## config.mk

```make
export PLATFORM = sky130hd
export DESIGN_NAME = mul_booth_iter
export DESIGN_NICKNAME = d
export VERILOG_FILES = /design/src/rtl/mul_booth_iter.sv
export SDC_FILE = /design/constraint.sdc
export NUM_CORES = 1
export LEC_CHECK = 0
export BUFFER_PORTS_ARGS = -buffer_cell sky130_fd_sc_hd__clkbuf_2
export CORE_MARGIN = 2
export CORE_UTILIZATION = 63
export DETAILED_ROUTE_END_ITERATION = 7
export MAX_ROUTING_LAYER = met4
export PLACE_DENSITY = 0.86
export SYNTH_ARGS = -nofsm -noshare
export SYNTH_HDL_FRONTEND = slang
export SYNTH_SLANG_ARGS = --single-unit
```

## constraint.sdc

```tcl
create_clock -name clk -period 7.4 [get_ports clk]
set_input_delay 0.37 -clock clk [delete_from_list [all_inputs] [get_ports clk]]
set_output_delay 0.37 -clock clk [all_outputs]
set_load 0.02 [all_outputs]
```

## src/rtl/mul_booth_iter.sv

```systemverilog
// mul_booth_iter: iterative radix-4 Booth multiplier, one partial product accumulated per cycle.
// Final accumulator value is copied into a registered result one cycle after the last digit.
module mul_booth_iter #(
    parameter int WIDTH = 64
) (
    input  logic                 clk,
    input  logic                 resetn,
    input  logic                 in_valid,
    output logic                 in_ready,
    input  logic                 signed_op,
    input  logic [WIDTH-1:0]     a,
    input  logic [WIDTH-1:0]     b,
    output logic                 out_valid,
    input  logic                 out_ready,
    output logic [2*WIDTH-1:0]   result
);
    localparam int N  = (WIDTH + 2) / 2;
    localparam int CW = $clog2(N);
    localparam int HW = WIDTH + 4;
    localparam int AW = HW + 2 * N;
    localparam logic [1:0] IDLE = 2'd0;
    localparam logic [1:0] BUSY = 2'd1;
    localparam logic [1:0] WB   = 2'd2;
    localparam logic [1:0] DONE = 2'd3;

    logic [1:0]         state_q, state_d;
    logic [CW-1:0]      cnt_q, cnt_d;
    logic [WIDTH+1:0]   x_q, x_d;
    logic [WIDTH+2:0]   y_q, y_d;
    logic [AW-1:0]      acc_q, acc_d, acc_sh;
    logic [2*WIDTH-1:0] res_q, res_d;
    logic               accept, busy, one, two, neg;
    logic [HW-1:0]      mag, pp, sum;

    always_comb begin
        accept  = in_valid && state_q == IDLE;
        busy    = state_q == BUSY;
        one     = y_q[0] ^ y_q[1];
        two     = (y_q[2] ^ y_q[1]) & ~one;
        neg     = y_q[2] & ~(y_q[1] & y_q[0]);
        mag     = one ? {{2{x_q[WIDTH+1]}}, x_q} : two ? {x_q[WIDTH+1], x_q, 1'b0} : '0;
        pp      = neg ? ~mag : mag;
        sum     = acc_q[AW-1 -: HW] + pp + HW'(neg);
        acc_sh  = {{2{sum[HW-1]}}, sum, acc_q[2*N-1:2]};
        state_d = accept ? BUSY :
                  (busy && cnt_q == '0) ? WB :
                  state_q == WB ? DONE :
                  (state_q == DONE && out_ready) ? IDLE : state_q;
        cnt_d   = accept ? CW'(N - 1) : busy ? cnt_q - CW'(1) : cnt_q;
        x_d     = accept ? {{2{signed_op & a[WIDTH-1]}}, a} : x_q;
        y_d     = accept ? {{2{signed_op & b[WIDTH-1]}}, b, 1'b0} :
                  busy ? {{2{y_q[WIDTH+2]}}, y_q[WIDTH+2:2]} : y_q;
        acc_d   = accept ? '0 : busy ? acc_sh : acc_q;
        res_d   = state_q == WB ? acc_q[2*WIDTH-1:0] : res_q;
    end

    always_ff @(posedge clk or negedge resetn) begin
        if (!resetn) begin
            state_q <= IDLE;
            cnt_q   <= '0;
            x_q     <= '0;
            y_q     <= '0;
            acc_q   <= '0;
            res_q   <= '0;
        end else begin
            state_q <= state_d;
            cnt_q   <= cnt_d;
            x_q     <= x_d;
            y_q     <= y_d;
            acc_q   <= acc_d;
            res_q   <= res_d;
        end
    end

    assign in_ready  = state_q == IDLE;
    assign out_valid = state_q == DONE;
    assign result    = res_q;
endmodule

```

==> impl_metrics.toml, run 1 <==
[status]
status = "complete, no violations"

[detailed_routing]
route.detailed.drc = 0
vias_per_cell = 6.110
vias = 17370
dr.pass1.iters = 6
wl_per_cell_um = 18.86
initialDrtViolationCount = 1429
final_antenna_net_count = 0
finalWirelength_um = 53590

[yosys]
synth_cells = 2176
mappedNetlistArea_mm2 = 0.02062
ys.flop_type = "dfrtp_1"
syn_avg_cell_area_um2 = 9.478
synth-simple-area-share_pct = 15.37
synth_edf_count = 0
synth-seq-cells = 400
synth_compound_area_share_pct = 16.73
muxShareOfSynthArea_pct = 7.268
async_flop_share_pct = 100.0
synth_fa_ha_area_share_pct = 4.223
synthXorXnorAreaFrac_pct = 4.926
synth_top_family_by_area = "compound AO/OA/AOI/OAI gates"
yosys_warnings = 0
synth_fp_nets = 2378
synth.distinct_cells = 62
yosysSeqAreaShare_pct = 48.53

[run]
maxCapViolations = 0

[critical_path]
worst_path_dominant_cell_family = "compound AO/OA/AOI/OAI gates"
r2r_start = "y_q[1]"
cp_cell_sequence = "ha_2, buf_4, nand2_1, mux2_4, fa_1, a211oi_1, o21ai_1, o21ai_0, a211oi_1, o21ai_0, a21oi_1, a21oi_1, mux2i_1, nand2_1"
worst-path-buf-inv = 1
crit_path_start = "y_q[1]"
slowest_delay_ns = 0.61
critPathKind = "register to register"
cp.required_ns = 7.82
crit_cells = 14
crit_arrival_ns = 5.54
worst_setup_path_end_kind = "register"
r2r_end = "acc_q[126]"
cp_max_fo = 67
critical-path-slowest-cell = "buf_4"
r2r_cells = 14
worstSetupStartpointType = "register"
crit_path_end = "acc_q[126]"
ff2ff_setup_slack_ns = 2.29

[sta]
hold_viol = 0
setup_tns_ns = 0
slew_headroom_pct = 23.08
post-route-period-util_pct = 69.09
clock_skew_ns = 0.02398
min_period_ns = 5.113
timing.hold.ws_ns = 0.008011
rsz0062_at_grt = "no"
tightestPinTransition_ns = 1.154
final_max_slew_viol_count = 0
fmax_mhz = 195.6
setup_viol = 0

[grt]
grt-ovfl-total = 0
grt_start_max_net_pins = 158
grt_pass1_vias = 17110
grt_pass1_wl_um = 87040
antenna_found_initial = 1
grtUsageTotal_pct = 32.45

[cells_and_area]
fillCellCount = 2350
final_cells = 2842
drive_gt1_share_pct = 20.47
num-nets-final = 2569
area_growth_pct = 14.65
final_core_util_pct = 73.04

[clock_tree]
clock_path_buffers = 3
cts.clk_slew.worst_paths_ns = 0.06
cts_tree = "built"
cts.repair.resized = 0
clockRootBuffer = "clkbuf_16"
insertion_delay_ns = 0.56
clock-sinks = 400
cts-htree-levels = 2
cts-buffers-inserted = 43

[die]
die_area_mm2 = 0.03420
die_h_um = 184.9
start_util_pct = 63.71
coreArea_mm2 = 0.03237
ioPinCount = 263
rows = 66
chipWidth_um = 184.9

[worst_hold_path]
hp-class = "primary input to register"

[placed_design]
gp_congestion = 0.9741
dp_cells = 2755
port_buffers = 262
dp_hpwl_um = 35870
## layout make-up
cell class	instances	area (um2)	share of cell area, %
Antenna cell	1	2.502	0.01058
Clock buffer	58	1214	5.133
Clock inverter	19	181.4	0.7673
Inverter	20	75.07	0.3175
Multi-Input combinational cell	1615	10060	42.57
Sequential cell	400	10010	42.33
Tap cell	442	553.0	2.339
Timing Repair Buffer	287	1544	6.530
## tightest hold or removal path, cell delays in order
cell and delay (ns):
clkbuf_2 0.07, nand2_1 0.04, nand2_1 0.05
## registers in the layout, indices dropped and copies added, names as in the netlist
register / count
acc_q: 132
cnt_q: 6
result: 128
state_q: 2
x_q: 65
y_q: 67
## repair_timing
item,4_1_cts,5_1_grt
hold buffers,9,0
buffers inserted,0,0
hold endpoints to repair,106,0
setup endpoints to repair,0,0
## metrics by stage
step / instance area [um2] / setup slack (ns)
after floorplan: 20620 / 3.101
after global placement: 22160 / 2.523
after detailed placement: 22160 / 2.422
after CTS: 23640 / 2.378
after global routing: 23640 / 1.898
final: 23640 / 2.287
## cell usage in the layout (no fill, tap or decap), drive strengths merged, types with 26 or more instances in the layout
cell | Yosys | routed
nand2 | 555 | 555
dfrtp | 400 | 400
clkbuf | 128 | 319
o21ai | 169 | 169
mux2 | 131 | 131
a22oi | 126 | 126
a21oi | 91 | 91
xnor2 | 90 | 90
ha | 68 | 68
nand3 | 56 | 56
nor2 | 52 | 52
a21o | 39 | 39
xor2 | 26 | 26
## cells in the mapped netlist, types with 11 or more instances
| master | n | share of area, % |
|---|---|---|
| mux2_2 | 130 | 7.1 |
| nor3_1 | 15 | 0.36 |
| o21a_1 | 11 | 0.40 |
| nand2_1 | 555 | 10 |
| a21oi_1 | 91 | 2.2 |
| a22oi_1 | 126 | 4.6 |
| buf_1 | 12 | 0.22 |
| a21o_1 | 39 | 1.4 |
| and2_1 | 12 | 0.36 |
| nand3_1 | 56 | 1.4 |
| clkbuf_1 | 127 | 2.3 |
| nand4_1 | 22 | 0.67 |
| o21bai_1 | 17 | 0.62 |
| xnor2_1 | 90 | 3.8 |
| nor2_1 | 52 | 0.95 |
| dfrtp_1 | 400 | 49 |
| xor2_1 | 26 | 1.1 |
| inv_1 | 20 | 0.36 |
| ha_1 | 68 | 4.1 |
| o21ai_0 | 168 | 4.1 |
## worst min path at each step
stage,slack (ns),cells past startpoint,start,to
2_1_floorplan,0.07,0,resetn,acc_q[0]
3_3_place_gp,0.45,1,resetn,acc_q[29]
3_5_place_dp,0.45,1,resetn,acc_q[29]
4_1_cts,0.0002,3,a[47],x_q[47]
5_1_grt,0.01,3,a[23],x_q[23]
6_report,0.008,3,a[44],x_q[44]
## layer usage
| metal | GRT usage (%) | vias to the layer above | part of all wire [%] |
|---|---|---|---|
| met5 | - | - | 0 |
| met4 | 11.27 | 0 | 3.3 |
| met3 | 3.932 | 123 | 5.8 |
| met2 | 52.18 | 636 | 48 |
| met1 | 43.03 | 8579 | 42 |
| li1 | - | 8027 | - |
## kinds of logic (layout without fill, tap and decap cells)
family	after synthesis	after routing
and+or+nand+nor	759	759
AOI/OAI and AO/OA	538	538
DFF	400	400
buffers and inverters	161	384
muxes	133	133
xor gates and xnor gates	116	116
adders and majority gates	69	69
other	0	1
Power of run 1 is left out: the tool's default activity adds up to more than one toggle a clock period on the data nets, which glitch-free logic cannot reach.
==> run 2: changes to the inputs <==
--- a/config.mk
+++ b/config.mk
@@ -7,10 +7,10 @@
 export LEC_CHECK = 0
 export BUFFER_PORTS_ARGS = -buffer_cell sky130_fd_sc_hd__clkbuf_2
 export CORE_MARGIN = 2
-export CORE_UTILIZATION = 63
+export CORE_UTILIZATION = 53
 export DETAILED_ROUTE_END_ITERATION = 7
 export MAX_ROUTING_LAYER = met4
-export PLACE_DENSITY = 0.86
+export PLACE_DENSITY = 0.77
 export SYNTH_ARGS = -nofsm -noshare
 export SYNTH_HDL_FRONTEND = slang
 export SYNTH_SLANG_ARGS = --single-unit
==> constraint.sdc (replaced) <==
create_clock -name clk -period 4.45 [get_ports clk]
set_input_delay 0.2225 -clock clk [delete_from_list [all_inputs] [get_ports clk]]
set_output_delay 0.2225 -clock clk [all_outputs]
set_load 0.02 [all_outputs]
==> impl_metrics.toml, run 2 (same netlist as run 1, synthesis figures left out) <==
[status]
status = "complete, no violations"

[critical_path]
r2r_start = "y_q[1]"
r2r_end = "acc_q[129]"
cp.required_ns = 4.97
critPathKind = "register to register"
crit_arrival_ns = 4.66
worst_setup_path_end_kind = "register"
worstSetupStartpointType = "register"
r2r_cells = 17
cp_max_fo = 28
ff2ff_setup_slack_ns = 0.31

[die]
chipWidth_um = 201.3
coreArea_mm2 = 0.03856
die_area_mm2 = 0.04051
start_util_pct = 53.49
rows = 72
die_h_um = 201.3
ioPinCount = 263

[detailed_routing]
final_antenna_net_count = 0
dr.pass1.iters = 6
vias_per_cell = 5.828
finalWirelength_um = 57390
vias = 17880
route.detailed.drc = 0
wl_per_cell_um = 18.71
initialDrtViolationCount = 1366

[sta]
fmax_mhz = 241.3
hold_viol = 0
post-route-period-util_pct = 93.13
min_period_ns = 4.144
clock_skew_ns = 0.02481
final_max_slew_viol_count = 0
rsz0062_at_grt = "no"
setup_tns_ns = 0
tightestPinTransition_ns = 1.022
setup_viol = 0
slew_headroom_pct = 31.74

[placed_design]
dp_hpwl_um = 37600
gp_congestion = 0.9883
port_buffers = 262
dp_cells = 2858

[clock_tree]
clockRootBuffer = "clkbuf_16"
cts-buffers-inserted = 42
clock-sinks = 400
cts_tree = "built"
insertion_delay_ns = 0.58
cts.clk_slew.worst_paths_ns = 0.06
clock_path_buffers = 3
cts-htree-levels = 2

[grt]
grt-ovfl-total = 0
grtUsageTotal_pct = 29.32
grt_start_max_net_pins = 127
antenna_found_initial = 1
grt_pass1_wl_um = 94300
grt_pass1_vias = 18030

[cells_and_area]
largest_reg_flops = 132
num-nets-final = 2720
final_common_cell = "nand2_1"
layout_common_cells = "554 x nand2_1, 399 x dfrtp_1, 261 x clkbuf_2, 167 x o21ai_0, 132 x dlygate4sd3_1"
drive_gt1_share_pct = 20.75
regMostFlops = "acc_q"
area_growth_pct = 23.13
final_cells = 3068

[run]
maxCapViolations = 0

[worst_hold_path]
hp-class = "primary input to asynchronous set/reset pin"
==> run 2: stage by stage <==
step / setup WS [ns] / hold slack, ns / utilization, % / area [um2]
finish: 0.3056 / 0.3546 / 65.86 / 25390
global route: 0.04505 / 0.3777 / 65.86 / 25390
CTS: 0.009113 / 0.3389 / 65.57 / 25280
detailed placement: 0.03909 / 0.3974 / 58.40 / 22520
global placement: 0.1686 / 0.3870 / 58.40 / 22520
floorplan: 0.1509 / -0.07309 / - / 20620
==> run 2: how the worst max path moves through the flow <==
| stage | startpoint | endpoint | slack (ns) | depth (start not counted) |
|---|---|---|---|---|
| final | y_q[1] | acc_q[129] | 0.31 | 17 |
| after floorplan | y_q[1] | acc_q[100] | 0.15 | 17 |
| after global routing | y_q[1] | acc_q[101] | 0.05 | 16 |
| after global placement | y_q[1] | acc_q[130] | 0.17 | 17 |
| after CTS | y_q[1] | acc_q[100] | 0.009 | 15 |
| after detailed placement | y_q[1] | acc_q[100] | 0.04 | 15 |
==> run 2: area by class of cell <==
cell class,count,area (um2)
antenna,1,2.502
clock buffer,60,1209
clock inverter,15,227.7
fill,3031,13160
inverter,20,75.07
multi-input combinational,1615,10140
sequential,400,10010
tap,518,648.1
timing repair buffer,439,3075
==> run 2: worst max-delay path, cell delays in order, from the launching register on <==
cell	delay (ns)
dfrtp_2	0.45
ha_4	0.28
nor2_4	0.21
buf_12	0.21
a22oi_1	0.10
xnor2_1	0.15
ha_1	0.40
nand4_1	0.22
buf_4	0.22
or3_1	0.33
a21oi_1	0.12
a21oi_1	0.10
a21boi_2	0.26
nor3_4	0.07
buf_12	0.14
a311oi_1	0.34
mux2_2	0.38
nand3_1	0.07
==> run 2: what timing repair did <==
item                       in CTS  in global routing
buffers inserted                0                  2
setup endpoints to repair       1                 25
resized for setup               1                 18
hold endpoints to repair      254                  0
hold buffers                  132                  0
pin swaps                       0                  4
==> run 2: routing by layer <==
layer,track usage (%),part of all wire (%),vias up
met5,-,0,-
met4,11.32,3.6,0
met3,3.450,4.8,171
met2,46.00,47,586
met1,39.34,44,8812
li1,-,-,8311
Power of run 2 is left out for the same reason.
